$ cat config.mk
export PLATFORM = sky130hd
export DESIGN_NAME = fifo_burst_rd_ctrl
export DESIGN_NICKNAME = d
export VERILOG_FILES = /design/src/rtl/fifo_burst_pkg.sv /design/src/rtl/fifo_skid_buf.sv /design/src/rtl/fifo_burst_rd_ctrl.sv
export SDC_FILE = /design/constraint.sdc
export NUM_CORES = 1
export LEC_CHECK = 0
export CAP_MARGIN = 0
export CORE_ASPECT_RATIO = 0.7
export CORE_MARGIN = 2
export CORE_UTILIZATION = 56
export DETAILED_ROUTE_END_ITERATION = 8
export GPL_TIMING_DRIVEN = 0
export PLACE_DENSITY = 0.94
export SLEW_MARGIN = 20
export SYNTH_ARGS = -nofsm -noshare
export SYNTH_HDL_FRONTEND = slang
export SYNTH_HIERARCHICAL = 1
export SYNTH_SLANG_ARGS = --single-unit
$ cat constraint.sdc
create_clock -name clk -period 5.2 [get_ports clk]
set_clock_uncertainty 0.2 [all_clocks]
set_input_delay 1.04 -clock clk [delete_from_list [all_inputs] [get_ports clk]]
set_output_delay 1.04 -clock clk [all_outputs]
set_load 0.02 [all_outputs]
$ cat src/rtl/fifo_burst_pkg.sv
// fifo_burst_pkg: shared types and constants for the FIFO read-side burst
// scheduler (controller FSM states, water-level width helper).
package fifo_burst_pkg;

    // Default FIFO read address width; the water level carries one extra bit.
    localparam int RD_DEPTH_WIDTH_DEF = 13;

    // Controller states.
    typedef enum logic [1:0] {
        IDLE = 2'd0,
        REQ  = 2'd1,
        XFER = 2'd2,
        DONE = 2'd3
    } burst_state_t;

    // Water level / burst length / counter width for a given address width.
    function automatic int lvl_width(input int depth_w);
        return depth_w + 1;
    endfunction

endpackage

$ cat src/rtl/fifo_skid_buf.sv
// fifo_skid_buf: 2-entry skid buffer between the FIFO read port and the
// output stream. Absorbs the one-cycle FIFO read latency under backpressure.
// Simultaneous push and pop are both applied.
module fifo_skid_buf
    import fifo_burst_pkg::*;
#(
    parameter int DATA_W = 16
) (
    input  logic              clk,
    input  logic              tb_rst,
    input  logic              i_push,
    input  logic [DATA_W-1:0] i_push_data,
    input  logic              i_pop,
    output logic [DATA_W-1:0] o_head,
    output logic [1:0]        o_occ
);

    logic [DATA_W-1:0] r_mem [2];
    logic              r_wr_ptr;
    logic              r_rd_ptr;
    logic [1:0]        r_occ;
    logic              w_push_ok;
    logic              w_pop_ok;

    // The controller never pushes into a full buffer or pops an empty one;
    // the guards keep the pointers coherent regardless.
    assign w_push_ok = i_push && (r_occ != 2'd2);
    assign w_pop_ok  = i_pop  && (r_occ != 2'd0);

    // Storage, pointers and occupancy update.
    always_ff @(posedge clk or posedge tb_rst) begin
        if (tb_rst) begin
            // NOTE: the two data entries are reset because the head drives
            // out_data directly and must read as zero out of reset; this
            // costs nothing at two entries, unlike a real RAM.
            r_mem[0] <= '0;
            r_mem[1] <= '0;
            r_wr_ptr <= 1'b0;
            r_rd_ptr <= 1'b0;
            r_occ    <= 2'd0;
        end else begin
            // NOTE: non-blocking assignments so every register samples the
            // pre-edge values; blocking here would let the pointer update
            // leak into the occupancy math of the same edge.
            if (w_push_ok) begin
                r_mem[r_wr_ptr] <= i_push_data;
                r_wr_ptr        <= ~r_wr_ptr;
            end
            if (w_pop_ok) begin
                r_rd_ptr <= ~r_rd_ptr;
            end
            r_occ <= r_occ + {1'b0, w_push_ok} - {1'b0, w_pop_ok};
        end
    end

    assign o_head = r_mem[r_rd_ptr];
    assign o_occ  = r_occ;

endmodule

$ cat src/rtl/fifo_burst_rd_ctrl.sv
// fifo_burst_rd_ctrl: read-side burst scheduler for the 8-in/16-out async
// FIFO. Requests a downstream burst slot once enough words are queued, then
// drains exactly the granted burst through a valid/ready stream.
// Build option: FIFO_BURST_FLUSH_EN enables forcing a partial burst after
// FLUSH_TIMEOUT idle cycles with a non-empty, below-threshold FIFO.
module fifo_burst_rd_ctrl
    import fifo_burst_pkg::*;
#(
    parameter int RD_DATA_WIDTH  = 16,
    parameter int RD_DEPTH_WIDTH = RD_DEPTH_WIDTH_DEF,
    parameter int BURST_LEN      = 64,
    parameter int FLUSH_TIMEOUT  = 1024
) (
    input  logic                      clk,
    input  logic                      tb_rst,
    input  logic [RD_DEPTH_WIDTH:0]   rd_water_level,
    input  logic                      rd_empty,
    input  logic [RD_DATA_WIDTH-1:0]  rd_data,
    output logic                      rd_en,
    output logic                      burst_req,
    output logic [RD_DEPTH_WIDTH:0]   burst_len,
    input  logic                      burst_ack,
    output logic [RD_DATA_WIDTH-1:0]  out_data,
    output logic                      out_valid,
    input  logic                      out_ready,
    output logic                      out_last,
    output logic                      burst_done
);

    localparam int               LVL_W       = lvl_width(RD_DEPTH_WIDTH);
    localparam logic [LVL_W-1:0] BURST_LEN_L = LVL_W'(BURST_LEN);
    localparam logic [LVL_W-1:0] ONE_L       = LVL_W'(1);

    burst_state_t       r_state;
    burst_state_t       w_state_nxt;
    logic [LVL_W-1:0]   r_burst_len;
    logic [LVL_W-1:0]   r_issue_cnt;
    logic [LVL_W-1:0]   r_beat_cnt;
    logic               r_inflight;

    logic               w_start;
    logic [LVL_W-1:0]   w_start_len;
    logic               w_hs;
    logic               w_rd_en;
    logic               w_room;
    logic [1:0]         w_occ;
    logic [1:0]         w_occ_after;
    logic [RD_DATA_WIDTH-1:0] w_head;
    logic               w_flush_fire;

    // Skid buffer: the word requested last cycle is written this cycle.
    fifo_skid_buf #(
        .DATA_W (RD_DATA_WIDTH)
    ) u_skid (
        .clk         (clk),
        .tb_rst      (tb_rst),
        .i_push      (r_inflight),
        .i_push_data (rd_data),
        .i_pop       (w_hs),
        .o_head      (w_head),
        .o_occ       (w_occ)
    );

    assign w_hs = out_valid && out_ready;

    // Room is judged on the occupancy left after this cycle's pop, so a head
    // leaving in the same cycle frees its slot and reads can stream at one
    // word per cycle. Held words plus the in-flight read never exceed two.
    assign w_occ_after = w_occ - {1'b0, w_hs};
    assign w_room      = (w_occ_after + {1'b0, r_inflight}) < 2'd2;
    assign w_rd_en     = (r_state == XFER) && !rd_empty &&
                         (r_issue_cnt != '0) && w_room;

`ifdef FIFO_BURST_FLUSH_EN
    localparam int IDLE_W = $clog2(FLUSH_TIMEOUT + 1);

    logic [IDLE_W-1:0] r_idle_cnt;
    logic              w_partial;

    assign w_partial    = (rd_water_level != '0) && (rd_water_level < BURST_LEN_L);
    assign w_flush_fire = w_partial && (r_idle_cnt == IDLE_W'(FLUSH_TIMEOUT - 1));

    // Idle timer: counts IDLE cycles spent holding a partial burst.
    always_ff @(posedge clk or posedge tb_rst) begin
        if (tb_rst) begin
            r_idle_cnt <= '0;
        end else if ((r_state != IDLE) || !w_partial || w_flush_fire) begin
            r_idle_cnt <= '0;
        end else begin
            r_idle_cnt <= r_idle_cnt + IDLE_W'(1);
        end
    end
`else
    // Only full bursts are issued; residual words wait for more data.
    logic w_unused_flush_cfg;
    assign w_unused_flush_cfg = (FLUSH_TIMEOUT != 0);
    assign w_flush_fire       = 1'b0;
`endif

    // State register.
    always_ff @(posedge clk or posedge tb_rst) begin
        if (tb_rst) begin
            r_state <= IDLE;
        end else begin
            r_state <= w_state_nxt;
        end
    end

    // Next-state logic and burst start decision.
    always_comb begin
        // NOTE: every output of this block gets a default first, so no path
        // through the case statement can leave a value held (no latches).
        w_state_nxt = r_state;
        w_start     = 1'b0;
        w_start_len = BURST_LEN_L;
        case (r_state)
            IDLE: begin
                if (rd_water_level >= BURST_LEN_L) begin
                    w_start     = 1'b1;
                    w_state_nxt = REQ;
                end else if (w_flush_fire) begin
                    w_start     = 1'b1;
                    w_start_len = rd_water_level;
                    w_state_nxt = REQ;
                end
            end
            REQ: begin
                if (burst_ack) begin
                    w_state_nxt = XFER;
                end
            end
            XFER: begin
                if (w_hs && (r_beat_cnt == ONE_L)) begin
                    w_state_nxt = DONE;
                end
            end
            DONE: begin
                w_state_nxt = IDLE;
            end
            default: begin
                w_state_nxt = IDLE;
            end
        endcase
    end

    // Burst length latch, issue/beat counters and in-flight read tracking.
    always_ff @(posedge clk or posedge tb_rst) begin
        if (tb_rst) begin
            r_burst_len <= '0;
            r_issue_cnt <= '0;
            r_beat_cnt  <= '0;
            r_inflight  <= 1'b0;
        end else begin
            r_inflight <= w_rd_en;
            if (w_start) begin
                r_burst_len <= w_start_len;
            end
            if ((r_state == REQ) && burst_ack) begin
                r_issue_cnt <= r_burst_len;
                r_beat_cnt  <= r_burst_len;
            end else begin
                if (w_rd_en) begin
                    r_issue_cnt <= r_issue_cnt - ONE_L;
                end
                if (w_hs && (r_beat_cnt != '0)) begin
                    r_beat_cnt <= r_beat_cnt - ONE_L;
                end
            end
        end
    end

    assign rd_en      = w_rd_en;
    assign burst_req  = (r_state == REQ);
    assign burst_len  = r_burst_len;
    assign burst_done = (r_state == DONE);
    assign out_valid  = (w_occ != 2'd0);
    assign out_data   = w_head;
    assign out_last   = (r_state == XFER) && (r_beat_cnt == ONE_L);

endmodule

==> results of run 1 <==
==> routing by layer <==
layer	up-vias	wire length, um	share of wire [%]	GRT usage (%)
met3	17	328	4.3	4.68
li1	1239	-	-	-
met1	1307	3410	45	30.9
met2	65	3700	49	35.4
met4	0	150	2.0	9.44
met5	-	0	0	0
==> sequential cells by signal, summed over array words and instances, names as in the netlist <==
name             count
burst_len            1
r_issue_cnt         14
u_skid/r_mem        32
r_state              2
r_beat_cnt          14
r_inflight           1
u_skid/r_wr_ptr      1
u_skid/o_occ         2
u_skid/r_rd_ptr      1
==> worst paths after layout <==
check,from,end
min,burst_len[6]$_DFFE_PP0P_,burst_len[6]$_DFFE_PP0P_
max,out_ready,rd_en
max reg2reg,u_skid/o_occ[1]$_DFF_PP0_,r_issue_cnt[13]$_DFFE_PP0P_
min in group asynchronous,tb_rst,r_issue_cnt[1]$_DFFE_PP0P_
max in group asynchronous,tb_rst,u_skid/r_mem[22]$_DFFE_PP0P_
min reg2reg,burst_len[6]$_DFFE_PP0P_,burst_len[6]$_DFFE_PP0P_
==> Yosys cell counts (2+ instances only) <==
cell type,number
a211oi_1,3
a21oi_1,9
and2_1,2
buf_12,2
buf_2,3
buf_4,13
clkbuf_1,4
dfrtp_1,68
ha_1,9
inv_1,12
mux2_2,29
mux2_4,20
nand2_1,9
nand3_1,6
nand4_1,7
nor2_1,36
nor2b_1,2
nor3_1,6
nor4_1,5
nor4b_1,2
o211ai_4,2
o21ai_0,6
o31ai_1,3
or2_2,4
or3_1,4
or3_2,2
or4_1,4
xnor2_1,9
xor2_1,15
==> worst max-delay path, delay by kind of cell <==
| kind | cells | cell delay, ns |
|---|---|---|
| buffers and inverters | 4 | 1.43 |
| AND/OR/NAND/NOR | 1 | 0.18 |
| AO/OA/AOI/OAI | 1 | 0.27 |
| adder cells (fa/ha/maj) | 1 | 0.30 |
| XOR/XNOR | 2 | 0.55 |
==> per-stage QoR <==
stage               hold slack, ns  total power, mW
finish                       0.289             2.92
global route                 0.310             3.10
CTS                          0.288             2.92
detailed placement           0.275             2.37
global placement             0.267             2.29
floorplan                    0.274             1.93
==> where the power goes <==
| part | internal [mW] | switching [mW] | leakage (nW) |
|---|---|---|---|
| Combinational | 0.740 | 0.688 | 1.11 |
| Sequential | 0.765 | 0.193 | 0.833 |
| Clock | 0.322 | 0.217 | 0.120 |
| Total | 1.83 | 1.10 | 2.07 |
==> layout make-up <==
class                           count  share of cell area, %
Buffer                             24                   4.03
Clock inverter                      7                   2.72
Sequential cell                    68                   37.3
Multi-Input combinational cell    224                   38.9
Timing Repair Buffer               50                   11.0
Clock buffer                        9                   2.72
Inverter                           14                   1.21
Tap cell                           78                   2.14
==> cells by family after synthesis <==
family                     after synthesis  share of synthesized area, %
buffers and inverters                   38                          6.52
adders and majority gates                9                          3.07
DFF                                     68                          46.5
other                                    1                         0.102
xor gates and xnor gates                24                          5.74
muxes                                   49                          17.1
AOI/OAI and AO/OA                       32                          6.63
and+or+nand+nor                         97                          14.3
==> repair_timing <==
action | in CTS | in global routing
resized for setup | 0 | 1
hold buffers | 0 | 0
endpoints found under the setup margin | 0 | 1
==> cell usage in the layout, fill, tap and decap left out, drive strengths merged, types with 2 or more instances in the layout <==
master,instances
and2,2
or3,6
a21oi,9
o211ai,2
conb,13
ha,9
mux2,49
o31ai,3
nand4,7
clkdlybuf4s50,50
o21ai,6
xor2,15
clkbuf,14
nand3,7
bufinv,3
nor2,36
nor3,6
a211oi,3
nand2,9
or2,4
nor4b,2
nor2b,2
or4,6
dfrtp,68
xnor2,9
inv,15
clkinv,2
buf,19
nor4,5
==> results_dict.tcl, run 1 <==
set metrics [dict create \
    status "complete, no violations" \
    hold_depth 1 \
    start_util_pct 58.4 \
    grt_pass1_wl_mm 12.7 \
    cts_setup_buffers 0 \
    gp_congestion 0.801 \
    layout-drive-gt1-share_pct 26.3 \
    numCtsBuffers 9 \
    cp.arrival_ns 3.78 \
    clkTransAtPathRegs_ns 0.08 \
    syn2layout_area_growth_pct 24.5 \
    post_synth_num_cell_types 51 \
    ys_warn_count 6 \
    grt_max_degree 37 \
    post-place-ws_ns 0.0259 \
    vias 2628 \
    cts_root_buf "clkbuf_8" \
    antenna_found_initial 0 \
    via_per_inst 5.54 \
    cts_tree "built" \
    diodes 0 \
    core_area_um2 6280 \
    final_cell_count_no_fill 474 \
    ff2ff_setup_slack_ns 1.77 \
    dieHeight_um 71.7 \
    wl_per_cell_um 16.0 \
    htree_levels 3 \
    min_path_type "flop to flop" \
    p_leak_nw 2.07 \
    r2r_cells 8 \
    syn-cell-area_um2 3660 \
    crit_chain "clkdlybuf4s50_1, o21ai_0, inv_1, ha_1, xor2_1, xnor2_2, nand3_4, inv_4, clkdlybuf4s50_1" \
    ys_seq_area_share_pct 46.5 \
    fill_cells 412 \
    antenna_left 0 \
    critPathLaunchType "input port" \
    wl_mm 7.58 \
    fin_area_um2 4560 \
    synth.avg_cell_area_um2 11.5 \
    critPathMaxFanout 8 \
    ys_ff_latch 68 \
    maxSlewHeadroom_pct 42.3 \
    rows 24 \
    synthCells 318 \
    yosysTopAreaCell "dfrtp_1" \
    clk_latency_ns 0.34 \
    setup_violations 0 \
    fin_crit_ns 5.02 \
    ff_latch_area_um2 1700 \
    synthTopCellsByArea "dfrtp_1, mux2_2, mux2_4, nor2_1, xor2_1" \
    globalRouteOverflowTotal 0 \
    worstSetupEndpointType "output port" \
    fin_setup_tns_ns 0 \
    port-buffer-count 50 \
    crit_slowest_cell "clkdlybuf4s50_1" \
    synth_edf_count 0 \
    fin_ws_ns 0.179 \
    yosysTopAreaCellShare_pct 46.5 \
    dp_hpwl_mm 5.45 \
    fin_crit_sh_pct 96.6 \
    grtUsageTotal_pct 22.6 \
    ir_drop_uv 353 \
    io_pins 70 \
    critPathKind "input port to output port" \
    finalHoldViolCount 0 \
    die_area_um2 7210 \
    synthArstFlopShare_pct 100 \
    drc 0 \
    grt_pass1_vias 2676 \
    slew_viol_final 0 \
    placed_cell_area_um2 4310 \
    cts_sinks 68 \
    required_ns 3.96 \
    tightest_slew_ns 0.857 \
    cts.path.max_buffers 2 \
    place_inst 458 \
    dr.first_iter.drc_count 99 \
    clock.fmax_mhz 199 \
    rsz0062_at_grt "false" \
    die_x_um 101 \
    powerDensity_nw_per_um2 641 \
    layout.nets 435 \
    firstDrtPassIters 5 \
    multi_input_area_um2 1770 \
    fin_util_pct 72.7 \
    max_stage_delay_ns 0.61 \
    ys.flop_type "dfrtp_1" \
    cap_violations 0 \
    path_common_cell "clkdlybuf4s50_1" \
]
Power figures use the tool's default switching activity.
==> inputs of run 2 (changes only) <==
--- a/config.mk
+++ b/config.mk
@@ -7,7 +7,7 @@
 export LEC_CHECK = 0
 export CAP_MARGIN = 0
 export CORE_ASPECT_RATIO = 0.7
-export CORE_MARGIN = 2
+export CORE_MARGIN = 3
 export CORE_UTILIZATION = 56
 export DETAILED_ROUTE_END_ITERATION = 8
 export GPL_TIMING_DRIVEN = 0
==> run 2 against run 1 <==
Compared with the run above: clock power shrank 1%; sequential share of layout area is essentially flat; final cell count shrank 0.63%; critical path type unchanged; largest cell class unchanged; utilization grew 3.1 points.
==> results_dict.tcl, run 2 (synthesis results as in run 1) <==
set metrics [dict create \
    die_x_um 103 \
    critical_path.top_delay_family "buffers and inverters" \
    cap_violations 0 \
    cts_resized 1 \
    largest_reg_flops 32 \
    setup_violations 0 \
    gp_congestion 0.863 \
    top_register "u_skid/r_mem" \
    fill_cells 354 \
    cp.arrival_ns 3.78 \
    htree_levels 3 \
    power_frac_comb_pct 49.2 \
    layout_commonest_cell "dfrtp_1" \
    max_stage_delay_ns 0.61 \
    power.share.clock_pct 18.1 \
    fin_crit_ns 5.02 \
    clock.fmax_mhz 199 \
    ir_drop_uv 336 \
    ff_latch_area_um2 1700 \
    powerDensity_nw_per_um2 647 \
    clkTransAtPathRegs_ns 0.07 \
    cts_sinks 68 \
    tightest_slew_ns 0.964 \
    worstSetupEndpointType "output port" \
    reg.largest.list "u_skid/r_mem: 32 flops, r_beat_cnt: 14 flops, r_issue_cnt: 14 flops" \
    cts.path.max_buffers 2 \
    critPathMaxFanout 8 \
    p_leak_nw 2.07 \
    dp_hpwl_mm 5.45 \
    start_util_pct 60.9 \
    r2r_cells 8 \
    rsz0062_at_grt "false" \
    core_area_um2 6010 \
    clk_latency_ns 0.35 \
    critPathLaunchType "input port" \
    crit_slowest_cell "clkdlybuf4s50_1" \
    r2r-end "r_issue_cnt[8]$_DFFE_PP0P_" \
    grt_pass1_vias 2652 \
    fin_util_pct 75.8 \
    layout-drive-gt1-share_pct 26.3 \
    grt_pass1_wl_mm 13.2 \
    io_pins 70 \
    seqPwrFrac_pct 32.7 \
    wl_per_cell_um 17.2 \
    diodes 0 \
    antenna_found_initial 0 \
    min_path_type "flop to flop" \
    fin_crit_sh_pct 96.5 \
    switching_share_pct 37.7 \
    numCtsBuffers 9 \
    fin_setup_tns_ns 0 \
    grtUsageTotal_pct 23.1 \
    ff2ff_setup_slack_ns 1.72 \
    cts_setup_buffers 0 \
    critPathKind "input port to output port" \
    required_ns 3.96 \
    syn2layout_area_growth_pct 24.5 \
    firstDrtPassIters 5 \
    dr.first_iter.drc_count 157 \
    die_area_um2 7560 \
    cts_tree "built" \
    finalHoldViolCount 0 \
    wl_mm 8.12 \
    layout.nets 435 \
    timing.rr.start "u_skid/o_occ[1]$_DFF_PP0_" \
    p_int_mw 1.84 \
    dieHeight_um 73.7 \
    final_cell_count_no_fill 471 \
    globalRouteOverflowTotal 0 \
    power_switching_mw 1.11 \
    port-buffer-count 50 \
    path_common_cell "clkdlybuf4s50_1" \
    antenna_left 0 \
    crit_chain "clkdlybuf4s50_1, o21ai_0, inv_1, ha_1, xor2_1, xnor2_2, nand3_4, inv_4, clkdlybuf4s50_1" \
    maxSlewHeadroom_pct 35.1 \
    crit_cells 9 \
    grt_max_degree 37 \
    status "complete, no violations" \
    ctsHoldBuffers 0 \
    vias 2673 \
    via_per_inst 5.68 \
    final_cell_mix "dfrtp_1, clkdlybuf4s50_1, nor2_1" \
    cts_root_buf "clkbuf_8" \
    critPathLaunch "out_ready" \
    slew_viol_final 0 \
    place_inst 455 \
    drc 0 \
    cp-endpoint "rd_en" \
    cp_num_buf_inv 4 \
    multi_input_area_um2 1770 \
    rows 23 \
]
[run 2: worst min path at each step]
stage          slack [ns]                          from                      endpoint  depth (start not counted)
2_1_floorplan        0.27   u_skid/r_mem[0]$_DFFE_PP0P_   u_skid/r_mem[0]$_DFFE_PP0P_                          1
3_3_place_gp         0.28      burst_len[6]$_DFFE_PP0P_      burst_len[6]$_DFFE_PP0P_                          1
3_5_place_dp         0.28      burst_len[6]$_DFFE_PP0P_      burst_len[6]$_DFFE_PP0P_                          1
4_1_cts              0.30      burst_len[6]$_DFFE_PP0P_      burst_len[6]$_DFFE_PP0P_                          1
5_1_grt              0.31  u_skid/r_mem[29]$_DFFE_PP0P_  u_skid/r_mem[29]$_DFFE_PP0P_                          1
6_report             0.30      burst_len[6]$_DFFE_PP0P_      burst_len[6]$_DFFE_PP0P_                          1
[run 2: stage by stage]
stage / setup WS (ns) / power, mW / cell area (um2) / hold WS [ns]
after floorplan: 1.45 / 1.93 / 3710 / 0.274
after CTS: 0.192 / 2.96 / 4560 / 0.300
after global routing: 0.00525 / 3.13 / 4560 / 0.314
after detailed placement: 0.0566 / 2.38 / 4300 / 0.283
final: 0.182 / 2.95 / 4560 / 0.301
after global placement: 0.0518 / 2.29 / 4300 / 0.276
[run 2: routing by layer]
metal	up-vias	GRT usage, %	wire [um]
met5	-	0	0
met4	0	9.17	228
met3	26	7.02	438
met2	96	35.5	3920
met1	1315	30.7	3540
li1	1236	-	-
[run 2: area by class of cell]
class | instances | share of cell area [%]
clock buffer | 10 | 3.02
clock inverter | 6 | 2.44
buffer | 24 | 4.04
multi-input combinational | 224 | 38.9
inverter | 14 | 1.21
timing repair buffer | 50 | 11.0
tap | 75 | 2.06
sequential | 68 | 37.3
[run 2: power by group through the flow]
stage | sequential [mW] | combinational [mW] | clock, mW
3_3_place_gp | 0.934 | 1.36 | 0
6_report | 0.966 | 1.45 | 0.533
4_1_cts | 0.958 | 1.46 | 0.548
3_5_place_dp | 0.956 | 1.42 | 0
2_1_floorplan | 0.900 | 1.03 | 0
5_1_grt | 0.996 | 1.56 | 0.569
==> inputs of run 3 (changes only) <==
==> constraint.sdc (replaced) <==
create_clock -name clk -period 5.2 [get_ports clk]
set_clock_uncertainty 0.2 [all_clocks]
set_input_delay 1.3 -clock clk [delete_from_list [all_inputs] [get_ports clk]]
set_output_delay 1.3 -clock clk [all_outputs]
set_load 0.02 [all_outputs]
==> run 3 against run 2 <==
Compared with the run above: clock-buffer cell count unchanged; non-clock buffer count increased by 2; flip-flop and latch count stayed put.
==> results_dict.tcl, run 3 (synthesis results as in run 1) <==
set metrics [dict create \
    status "complete, no violations" \
    antenna_found_initial 0 \
    largest_reg_flops 32 \
    min_from "burst_len[6]$_DFFE_PP0P_" \
    crit_chain "clkdlybuf4s50_1, o21ai_2, inv_1, ha_1, nor2b_1, xnor2_2, nand3_4, inv_4, dlymetal6s2s_1" \
    critPathKind "input port to output port" \
    clock.fmax_mhz 211 \
    fin_crit_ns 4.73 \
    vias 2688 \
    critPathMaxFanout 8 \
    p_leak_nw 2.10 \
    whs_ns 0.301 \
    layout_commonest_cell "dfrtp_1" \
    cp.arrival_ns 3.23 \
    crit_slowest_cell "clkdlybuf4s50_1" \
    tightest_slew_ns 0.986 \
    power_frac_comb_pct 49.4 \
    dieHeight_um 73.7 \
    rsz0062_at_grt "false" \
    switching_share_pct 37.8 \
    die_area_um2 7560 \
    required_ns 3.70 \
    seqPwrFrac_pct 32.6 \
    cts_root_buf "clkbuf_8" \
    htree_levels 3 \
    whs_endpoint "burst_len[6]$_DFFE_PP0P_" \
    ir_drop_uv 335 \
    cts_tree "built" \
    via_per_inst 5.68 \
    grtUsageTotal_pct 23.3 \
    r2r_cells 9 \
    slew_viol_final 0 \
    final_cell_mix "dfrtp_1, clkdlybuf4s50_1, nor2_1" \
    cap_violations 0 \
    finalHoldViolCount 0 \
    rows 23 \
    die_x_um 103 \
    critPathLaunchType "input port" \
    numCtsBuffers 9 \
    power.total_mw 2.97 \
    drc 0 \
    power_switching_mw 1.12 \
    layout-drive-gt1-share_pct 26.9 \
    min_path_type "flop to flop" \
    power.share.clock_pct 18.0 \
    timing.rr.start "u_skid/o_occ[1]$_DFF_PP0_" \
    final_cell_count_no_fill 473 \
    ff2ff_setup_slack_ns 2.23 \
    hold_depth 1 \
    fin_area_um2 4580 \
    grt_pass1_wl_mm 13.3 \
    place_inst 455 \
    max_stage_delay_ns 0.43 \
    dr.first_iter.drc_count 169 \
    clk_latency_ns 0.35 \
    placed_cell_area_um2 4300 \
    clkTransAtPathRegs_ns 0.07 \
    core_area_um2 6010 \
    r2r-end "r_issue_cnt[13]$_DFFE_PP0P_" \
    firstDrtPassIters 5 \
    antenna_left 0 \
    fill_cells 356 \
    maxSlewHeadroom_pct 33.7 \
    ctsHoldBuffers 0 \
    grt_max_degree 37 \
    diodes 0 \
    setup_violations 0 \
    worstSetupEndpointType "output port" \
    io_pins 70 \
    p_int_mw 1.85 \
    powerDensity_nw_per_um2 649 \
    dp_hpwl_mm 5.45 \
    wl_per_cell_um 17.4 \
    gp_congestion 0.863 \
    reg.largest.list "u_skid/r_mem: 32 flops, r_beat_cnt: 14 flops, r_issue_cnt: 14 flops" \
    syn2layout_area_growth_pct 25.0 \
    globalRouteOverflowTotal 0 \
    start_util_pct 60.9 \
    top_register "u_skid/r_mem" \
    grt_pass1_vias 2659 \
    cts.path.max_buffers 2 \
    port-buffer-count 50 \
    fin_util_pct 76.1 \
    wl_mm 8.21 \
    layout.nets 437 \
    cts_sinks 68 \
    fin_crit_sh_pct 91.1 \
]
-- run 3: cell count changes in the layout (fill, tap and decap cells not counted) --
| cell | before | now |
|---|---|---|
| buf_4 | 13 | 15 |
| clkdlybuf4s50_1 | 50 | 49 |
| dlymetal6s2s_1 | 0 | 1 |
| o21ai_0 | 6 | 5 |
| o21ai_2 | 0 | 1 |
-- run 3: worst max-delay path by stage --
stage / slack, ns / cells after the start / start / endpoint
floorplan: 0.93 / 7 / out_ready / rd_en
global placement: -0.47 / 9 / out_ready / rd_en
detailed placement: -0.46 / 9 / out_ready / rd_en
CTS: 0.12 / 9 / out_ready / rd_en
global route: 0.35 / 9 / out_ready / rd_en
finish: 0.47 / 9 / out_ready / rd_en
-- run 3: repair_timing --
action / 4_1_cts / 5_1_grt
pin swaps: 1 / 0
setup buffers: 2 / 0
endpoints found under the setup margin: 1 / 1
resized for setup: 3 / 1
endpoints found under the hold margin: 0 / 0
-- run 3: final cells by class --
class,instances,area [um2],area share (%)
timing repair buffer,52,518,11.3
buffer,24,184,4.02
multi-input combinational,224,1780,38.8
clock buffer,10,138,3.01
tap,75,93.8,2.05
clock inverter,6,111,2.43
inverter,14,55.1,1.20
sequential,68,1700,37.2
-- run 3: metrics by stage --
step / TNS (ns) / setup WS (ns)
6_report: 0 / 0.465
5_1_grt: 0 / 0.351
4_1_cts: 0 / 0.122
3_5_place_dp: -0.463 / -0.463
3_3_place_gp: -0.468 / -0.468
2_1_floorplan: 0 / 0.934
-- run 3: worst max-delay path: cells and delay by family --
family | cells | cell delay [ns]
adders and majority gates | 1 | 0.30
and+or+nand+nor | 2 | 0.37
buffers and inverters | 4 | 0.93
AOI/OAI and AO/OA | 1 | 0.14
xor gates and xnor gates | 1 | 0.18
-- run 3: routing by layer --
layer	wire length (um)	global-route usage, %	share of wire [%]	up-vias
met3	450	7.12	5.5	21
met5	0	0	0	-
met4	215	9.75	2.6	0
met1	3540	31.2	43	1326
li1	-	-	-	1243
met2	4000	35.5	49	98
-- run 3: power by group through the flow --
stage | Combinational, mW | Clock (mW) | Sequential, mW
CTS | 1.47 | 0.548 | 0.959
floorplan | 1.03 | 0 | 0.900
global placement | 1.36 | 0 | 0.934
detailed placement | 1.42 | 0 | 0.956
finish | 1.47 | 0.535 | 0.968
global route | 1.58 | 0.569 | 0.999
